### config.mk
export PLATFORM = sky130hd
export DESIGN_NAME = ex_mem_pipe_reg
export DESIGN_NICKNAME = d
export VERILOG_FILES = /design/src/rtl/ex_mem_pipe_reg_pkg.sv /design/src/rtl/ex_mem_slot.sv /design/src/rtl/ex_mem_pipe_reg.sv
export SDC_FILE = /design/constraint.sdc
export NUM_CORES = 1
export LEC_CHECK = 0
export CORE_MARGIN = 3
export CORE_UTILIZATION = 26
export CTS_CLUSTER_DIAMETER = 150
export DETAILED_ROUTE_END_ITERATION = 10
export PLACE_DENSITY = 0.53
export SLEW_MARGIN = 20
export SYNTH_ARGS = -nofsm -noshare
export SYNTH_HDL_FRONTEND = slang
export SYNTH_SLANG_ARGS = --single-unit
export TNS_END_PERCENT = 20
### constraint.sdc
create_clock -name clk -period 1.4 [get_ports clk]
set_clock_uncertainty 0.05 [all_clocks]
set_input_delay 0.14 -clock clk [delete_from_list [all_inputs] [get_ports clk]]
set_output_delay 0.14 -clock clk [all_outputs]
set_load 0.01 [all_outputs]
### src/rtl/ex_mem_pipe_reg_pkg.sv
// Shared definitions for the EX->MEM pipeline register: default widths,
// ALU op encodings and the op-code legality screen.
package ex_mem_pipe_reg_pkg;

  localparam int XLEN_DEF   = 32;
  localparam int REG_AW_DEF = 5;
  localparam int ALU_CTRL_W = 4;

  typedef enum logic [ALU_CTRL_W-1:0] {
    ALU_AND = 4'b0000,
    ALU_OR  = 4'b0001,
    ALU_ADD = 4'b0010,
    ALU_SUB = 4'b0110,
    ALU_SLL = 4'b1000,
    ALU_SRL = 4'b1001
  } alu_op_e;

  function automatic logic alu_op_legal(input logic [ALU_CTRL_W-1:0] op);
    logic legal;
    legal = 1'b0;
    case (op)
      ALU_AND, ALU_OR, ALU_ADD, ALU_SUB, ALU_SLL, ALU_SRL: legal = 1'b1;
      default:                                            legal = 1'b0;
    endcase
    return legal;
  endfunction

endpackage

### src/rtl/ex_mem_slot.sv
// One payload register with a valid bit; used as both the main and the skid
// slot of the EX->MEM boundary.
module ex_mem_slot #(
  parameter int W = 1
) (
  input  logic         clk,
  input  logic         rst,
  input  logic         load,
  input  logic         clr,
  input  logic [W-1:0] d,
  output logic         valid,
  output logic [W-1:0] q
);

  // NOTE: the payload is reset too, so a reset mid-stall leaves every MEM
  // output at 0 rather than showing stale data behind a low valid.
  always_ff @(posedge clk) begin
    if (rst) begin
      valid <= 1'b0;
      q     <= '0;
    end else if (clr) begin
      valid <= 1'b0;
    end else if (load) begin
      valid <= 1'b1;
      q     <= d;
    end
  end

endmodule

### src/rtl/ex_mem_pipe_reg.sv
// EX->MEM pipeline register with a 2-entry skid, branch resolution and
// illegal ALU op screening. Define EX_MEM_FWD_EN to add the forwarding ports.
module ex_mem_pipe_reg
  import ex_mem_pipe_reg_pkg::*;
#(
  parameter int XLEN   = XLEN_DEF,
  parameter int REG_AW = REG_AW_DEF
) (
  input  logic                  clk,
  input  logic                  rst,
  input  logic                  flush,
  input  logic                  in_valid,
  output logic                  in_ready,
  input  logic [ALU_CTRL_W-1:0] ex_alu_ctrl,
  input  logic [XLEN-1:0]       ex_alu_result,
  input  logic                  ex_zero,
  input  logic [XLEN-1:0]       ex_store_data,
  input  logic [XLEN-1:0]       ex_branch_target,
  input  logic [REG_AW-1:0]     ex_rd,
  input  logic                  ex_reg_write,
  input  logic                  ex_mem_read,
  input  logic                  ex_mem_write,
  input  logic                  ex_branch,
  output logic                  out_valid,
  input  logic                  out_ready,
  output logic [XLEN-1:0]       mem_alu_result,
  output logic [XLEN-1:0]       mem_store_data,
  output logic [XLEN-1:0]       mem_branch_target,
  output logic [REG_AW-1:0]     mem_rd,
  output logic                  mem_reg_write,
  output logic                  mem_mem_read,
  output logic                  mem_mem_write,
  output logic                  mem_pc_src,
  output logic                  mem_illegal
`ifdef EX_MEM_FWD_EN
  ,
  output logic                  fwd_valid,
  output logic [REG_AW-1:0]     fwd_rd,
  output logic [XLEN-1:0]       fwd_data
`endif
);

  typedef struct packed {
    logic [XLEN-1:0]   alu_result;
    logic [XLEN-1:0]   store_data;
    logic [XLEN-1:0]   branch_target;
    logic [REG_AW-1:0] rd;
    logic              reg_write;
    logic              mem_read;
    logic              mem_write;
    logic              pc_src;
    logic              illegal;
  } payload_t;

  localparam int PW = $bits(payload_t);

  payload_t in_pl, main_pl, skid_pl, main_d;
  logic     main_valid, skid_valid;
  logic     accept, drain;
  logic     main_load, main_clr, skid_load, skid_clr;
  logic     legal;

  // Controls are resolved and screened on entry, so both slots only ever
  // hold MEM-ready side effects.
  always_comb begin
    legal                = alu_op_legal(ex_alu_ctrl);
    in_pl                = '0;
    in_pl.alu_result     = ex_alu_result;
    in_pl.store_data     = ex_store_data;
    in_pl.branch_target  = ex_branch_target;
    in_pl.rd             = ex_rd;
    in_pl.reg_write      = ex_reg_write & legal;
    in_pl.mem_read       = ex_mem_read  & legal;
    in_pl.mem_write      = ex_mem_write & legal;
    in_pl.pc_src         = ex_branch & ex_zero & legal;
    in_pl.illegal        = ~legal;
  end

  assign in_ready = ~skid_valid;
  assign accept   = in_valid & in_ready;
  assign drain    = main_valid & out_ready;

  // The skid always has priority into main so ordering is preserved; accept
  // cannot coincide with a full skid because in_ready is low then.
  always_comb begin
    main_load = (~main_valid | drain) & (skid_valid | accept);
    main_clr  = flush | (drain & ~main_load);
    main_d    = skid_valid ? skid_pl : in_pl;
    skid_load = accept & main_valid & ~drain;
    skid_clr  = flush | (skid_valid & drain);
  end

  // NOTE: clr outranks load inside the slot, which is what lets flush drop a
  // same-cycle incoming entry without extra gating here.
  ex_mem_slot #(.W(PW)) u_main (
    .clk   (clk),
    .rst   (rst),
    .load  (main_load),
    .clr   (main_clr),
    .d     (main_d),
    .valid (main_valid),
    .q     (main_pl)
  );

  ex_mem_slot #(.W(PW)) u_skid (
    .clk   (clk),
    .rst   (rst),
    .load  (skid_load),
    .clr   (skid_clr),
    .d     (in_pl),
    .valid (skid_valid),
    .q     (skid_pl)
  );

  assign out_valid         = main_valid;
  assign mem_alu_result    = main_pl.alu_result;
  assign mem_store_data    = main_pl.store_data;
  assign mem_branch_target = main_pl.branch_target;
  assign mem_rd            = main_pl.rd;
  assign mem_reg_write     = main_pl.reg_write & main_valid;
  assign mem_mem_read      = main_pl.mem_read  & main_valid;
  assign mem_mem_write     = main_pl.mem_write & main_valid;
  assign mem_pc_src        = main_pl.pc_src    & main_valid;
  assign mem_illegal       = main_pl.illegal   & main_valid;

`ifdef EX_MEM_FWD_EN
  assign fwd_valid = mem_reg_write & (main_pl.rd != '0);
  assign fwd_rd    = main_pl.rd;
  assign fwd_data  = main_pl.alu_result;
`endif

endmodule
==> impl_results.md <==
- Via count of the first global-routing pass: ~8300
- FF/Latch Area: approximately 4300 µm²
- Total clock buffers created by CTS: 26
- Number of top-level pins: 223
- Reg2Reg Depth: 6
- FF-to-FF Start: u_main.valid$_SDFFE_PP0P_
- Height of the die: 203.4 µm
- Most frequent cells after synthesis: sky130_fd_sc_hd__dfxtp_1 (214), sky130_fd_sc_hd__buf_4 (115), sky130_fd_sc_hd__a211oi_1 (106), sky130_fd_sc_hd__o21ai_0 (106), sky130_fd_sc_hd__a21oi_1 (105)
- Arrival @ worst endpoint: 1890 ps
- Minimum clock period after layout: roughly 1500 ps
- Type of the tightest min-delay check: input port to register
- Maximum level of the CTS H-tree: 1
- Max Buffers Root-to-Sink: 3
- Vias after detailed routing: 8826
- Final Cell Area: 13520 µm²
- Final setup violation count: 128
- Fraction of synthesized cell area taken by the top area cell type: 42.29%
- Core area: around 38000 µm²
- Layout fillers: 3942
- Cell variety after synth: 37
- Routability cong.: ~0.74
- Average detailed-routed wire length per instance: 19.03 µm
- Final worst-path setup slack: -132.6 ps
- Slew @ Worst Pin: 505.0 ps
- Mean instance size in the synthesized netlist: 9.085 µm²
- Clock network latency to the later pin of the worst-skew pair: 530 ps
- Required time of the critical path: between 1500 and 2000 ps
- Number of enable-type register cells in the synthesized netlist: 0
- Critical-path cell list: buf_6 > and2b_4 > nor3_4 > buf_8 > clkbuf_16 > a211oi_1
- Area used by multi-input combinational logic: ~4500 µm²
- Cell area power density: 1108 nW/µm²
- Violations in the final reports: negative setup slack
- Worst setup timing slack at the placement stage: -419.6 ps
- TritonCTS clock tree: yes
- Synth Warn #: 0
- CP Launch Type: register
- Run status: finished, violations left
- Type of element capturing the critical path: register
- Antenna violations before repair: 6
- Width of the die: 203.4 µm
- Worst max-slew margin expressed relative to the limit: 66.34%
- Reg-to-reg slack, setup: -130 ps
- Register bit total from synthesis: 214
- Crit path buffers/inverters: 3
- Pre-Repair DR Iteration Count: 4
- IO Port Bufs: 222
- Fraction of layout cells with a size suffix above 1: between 10% and 20%
- Setup repair after global routing missed its margin: yes
- Netlist area before placement: 10130 µm²
- Final clock period utilization by the worst path: 109.5%
- Setup tns final: -11110 ps
- Largest stage delay, worst path: 350 ps
- Die area: 41370 µm²
- Starting DRC count in detailed routing: 428
- LEAKAGE: 4.666 nW
- Most numerous cell in the Yosys netlist: sky130_fd_sc_hd__dfxtp_1
- Area growth from synthesis to final layout: 33.46%
- Post-Syn Instances: 1115
- Reg-to-reg endpoint: u_main.q[41]$_SDFFE_PP0P_
- Clock sink count: 214
- Area after detailed placement: 12410 µm²
- Overflow after GRT: 0
- Drt drc: 0
- Final net count: about 1300
- DRT antenna net count: 0
- Total GRT Usage: ~15%
- Fin. max-slew vios: 0
- Launching instance or port of the critical path: u_main.valid$_SDFFE_PP0P_
- Hold violation count in the final report: 0
- DP Wirelength: between 20000 and 25000 µm
- Syn nets: roughly 1200
- Register clock-pin slew on the reported worst setup and hold paths: 60 ps
- CP delay by family, top: buffers and inverters
- Most area-hungry cell type in the Yosys netlist: sky130_fd_sc_hd__dfxtp_1
- Via density per instance: 5.061
- Total of max-cap violations: 0
- Endpoint of the most critical setup path: u_main.q[41]$_SDFFE_PP0P_
- Worst path slowest cell: sky130_fd_sc_hd__dfxtp_4
- Sequential-to-total area share from yosys stat: 42.29%
- Maximum operating frequency: approximately 650 MHz
- Largest net degree at the start of global routing: 55
- Dominant synthesized flop cell: sky130_fd_sc_hd__dfxtp_1
- Max Fanout on Critical Path: 7
- Most area-consuming cells after synthesis: sky130_fd_sc_hd__dfxtp_1 (42%), sky130_fd_sc_hd__mux2i_1 (10%), sky130_fd_sc_hd__buf_4 (8.5%)
- Root Buffer: sky130_fd_sc_hd__clkbuf_16
- WS Path Type: register to register
- Max rail drop VDD: 0.7594 mV
- Proportion of register bits with asynchronous set or reset after synthesis: 0%
- Aggregate routed wire length: 33190 µm
- Starting utilization of the core area: a little over a quarter
- Number of gates on the worst path with buffers counted: 6
- Wire length of the first global-routing pass: 49180 µm
- Cell row count: 71
## through the flow
stage | instances | util (%) | total power, mW | hold WS, ps
final | 1744 | 35.56 | 14.99 | 163.9
after global routing | 1744 | 35.56 | 15.62 | 167.6
after CTS | 1730 | 34.63 | 15.11 | 124.6
after detailed placement | 1680 | 32.64 | 8.649 | 415.2
after global placement | 1680 | 32.64 | 8.633 | 408.7
after floorplan | 1115 | - | 7.727 | 206.2
## logic make-up (layout without fill, tap and decap cells)
group           count (synthesis)  count (layout)  share of synthesized area (%)
compound gates                434             434                          25.75
buf+inv                       238             354                          15.09
flops                         214             214                          42.29
mux                           101             101                          9.980
other cells                     0               1                              0
simple gates                  128             129                          6.880
## routing by layer
metal,GRT usage [%],part of all wire [%],wire [µm]
met3,3.448,5.9,1969
met1,20.20,47,15540
met4,4.105,2.3,755
met2,22.53,45,14850
met5,0,0.21,71
## sequential cells by signal, indices dropped and copies added, names as in the netlist
signal,flops
u_main.q,106
u_skid.q,106
u_main.valid,1
u_skid.valid,1
## repair_timing
item                       CTS  global route
hold endpoints to repair    24             0
resized for setup          150           133
setup buffers                6             6
pin swaps                   32             4
hold buffers                 1             0
gates cloned                 0             8
setup endpoints to repair  311           238
## worst min path at each step
| stage | endpoint | from | depth (start not counted) | slack, ps |
|---|---|---|---|---|
| after global routing | u_skid.q[66]$_SDFFE_PP0P_ | ex_store_data[24] | 3 | 170 |
| final | u_skid.q[20]$_SDFFE_PP0P_ | ex_branch_target[10] | 3 | 160 |
| after global placement | u_skid.q[38]$_SDFFE_PP0P_ | u_skid.q[38]$_SDFFE_PP0P_ | 2 | 410 |
| after detailed placement | u_main.q[2]$_SDFFE_PP0P_ | u_main.q[2]$_SDFFE_PP0P_ | 2 | 420 |
| after CTS | u_skid.q[20]$_SDFFE_PP0P_ | ex_branch_target[10] | 3 | 120 |
| after floorplan | u_skid.valid$_SDFFE_PP0P_ | out_ready | 1 | 210 |
## worst reg2reg max path: stages, from the launching register on
cell	delay, ps
sky130_fd_sc_hd__dfxtp_4	350
sky130_fd_sc_hd__buf_6	120
sky130_fd_sc_hd__and2b_4	170
sky130_fd_sc_hd__nor3_4	270
sky130_fd_sc_hd__buf_8	210
sky130_fd_sc_hd__clkbuf_16	180
sky130_fd_sc_hd__a211oi_1	60
## placed cells by master (no fill, tap or decap), types with 3 or more instances in the layout
| cell | n |
|---|---|
| sky130_fd_sc_hd__o211ai_1 | 3 |
| sky130_fd_sc_hd__nand2b_1 | 4 |
| sky130_fd_sc_hd__inv_1 | 4 |
| sky130_fd_sc_hd__buf_6 | 8 |
| sky130_fd_sc_hd__clkdlybuf4s50_1 | 113 |
| sky130_fd_sc_hd__clkbuf_8 | 3 |
| sky130_fd_sc_hd__a211oi_1 | 96 |
| sky130_fd_sc_hd__nand3_1 | 101 |
| sky130_fd_sc_hd__clkbuf_2 | 4 |
| sky130_fd_sc_hd__clkbuf_16 | 33 |
| sky130_fd_sc_hd__and2_4 | 3 |
| sky130_fd_sc_hd__dlygate4sd2_1 | 74 |
| sky130_fd_sc_hd__a21oi_1 | 103 |
| sky130_fd_sc_hd__clkbuf_1 | 6 |
| sky130_fd_sc_hd__a31oi_1 | 102 |
| sky130_fd_sc_hd__mux2i_1 | 101 |
| sky130_fd_sc_hd__clkdlybuf4s15_1 | 22 |
| sky130_fd_sc_hd__o21ai_1 | 74 |
| sky130_fd_sc_hd__clkinv_2 | 5 |
| sky130_fd_sc_hd__o21ai_0 | 30 |
| sky130_fd_sc_hd__buf_12 | 34 |
| sky130_fd_sc_hd__buf_4 | 38 |
| sky130_fd_sc_hd__a221oi_1 | 4 |
| sky130_fd_sc_hd__o21ai_2 | 4 |
| sky130_fd_sc_hd__nor2b_2 | 3 |
| sky130_fd_sc_hd__dfxtp_1 | 210 |
| sky130_fd_sc_hd__a211oi_2 | 10 |
## area by class of cell
cell class              instances  share of cell area (%)
clock inverters                 7                  0.4905
flip-flops and latches        214                   31.76
diodes                          1                 0.01851
well taps                     511                   4.729
clock buffers                  36                   5.470
inverters                       6                  0.2129
multi-input cells             664                   33.00
repair buffers                305                   24.31
## where the power goes
part           internal [mW]  switching (mW)
registers               6.33           0.138
logic                   1.02            1.00
clock network           3.83            2.65
total                   11.2            3.79
Note: power is estimated with default switching activity, not from simulation.
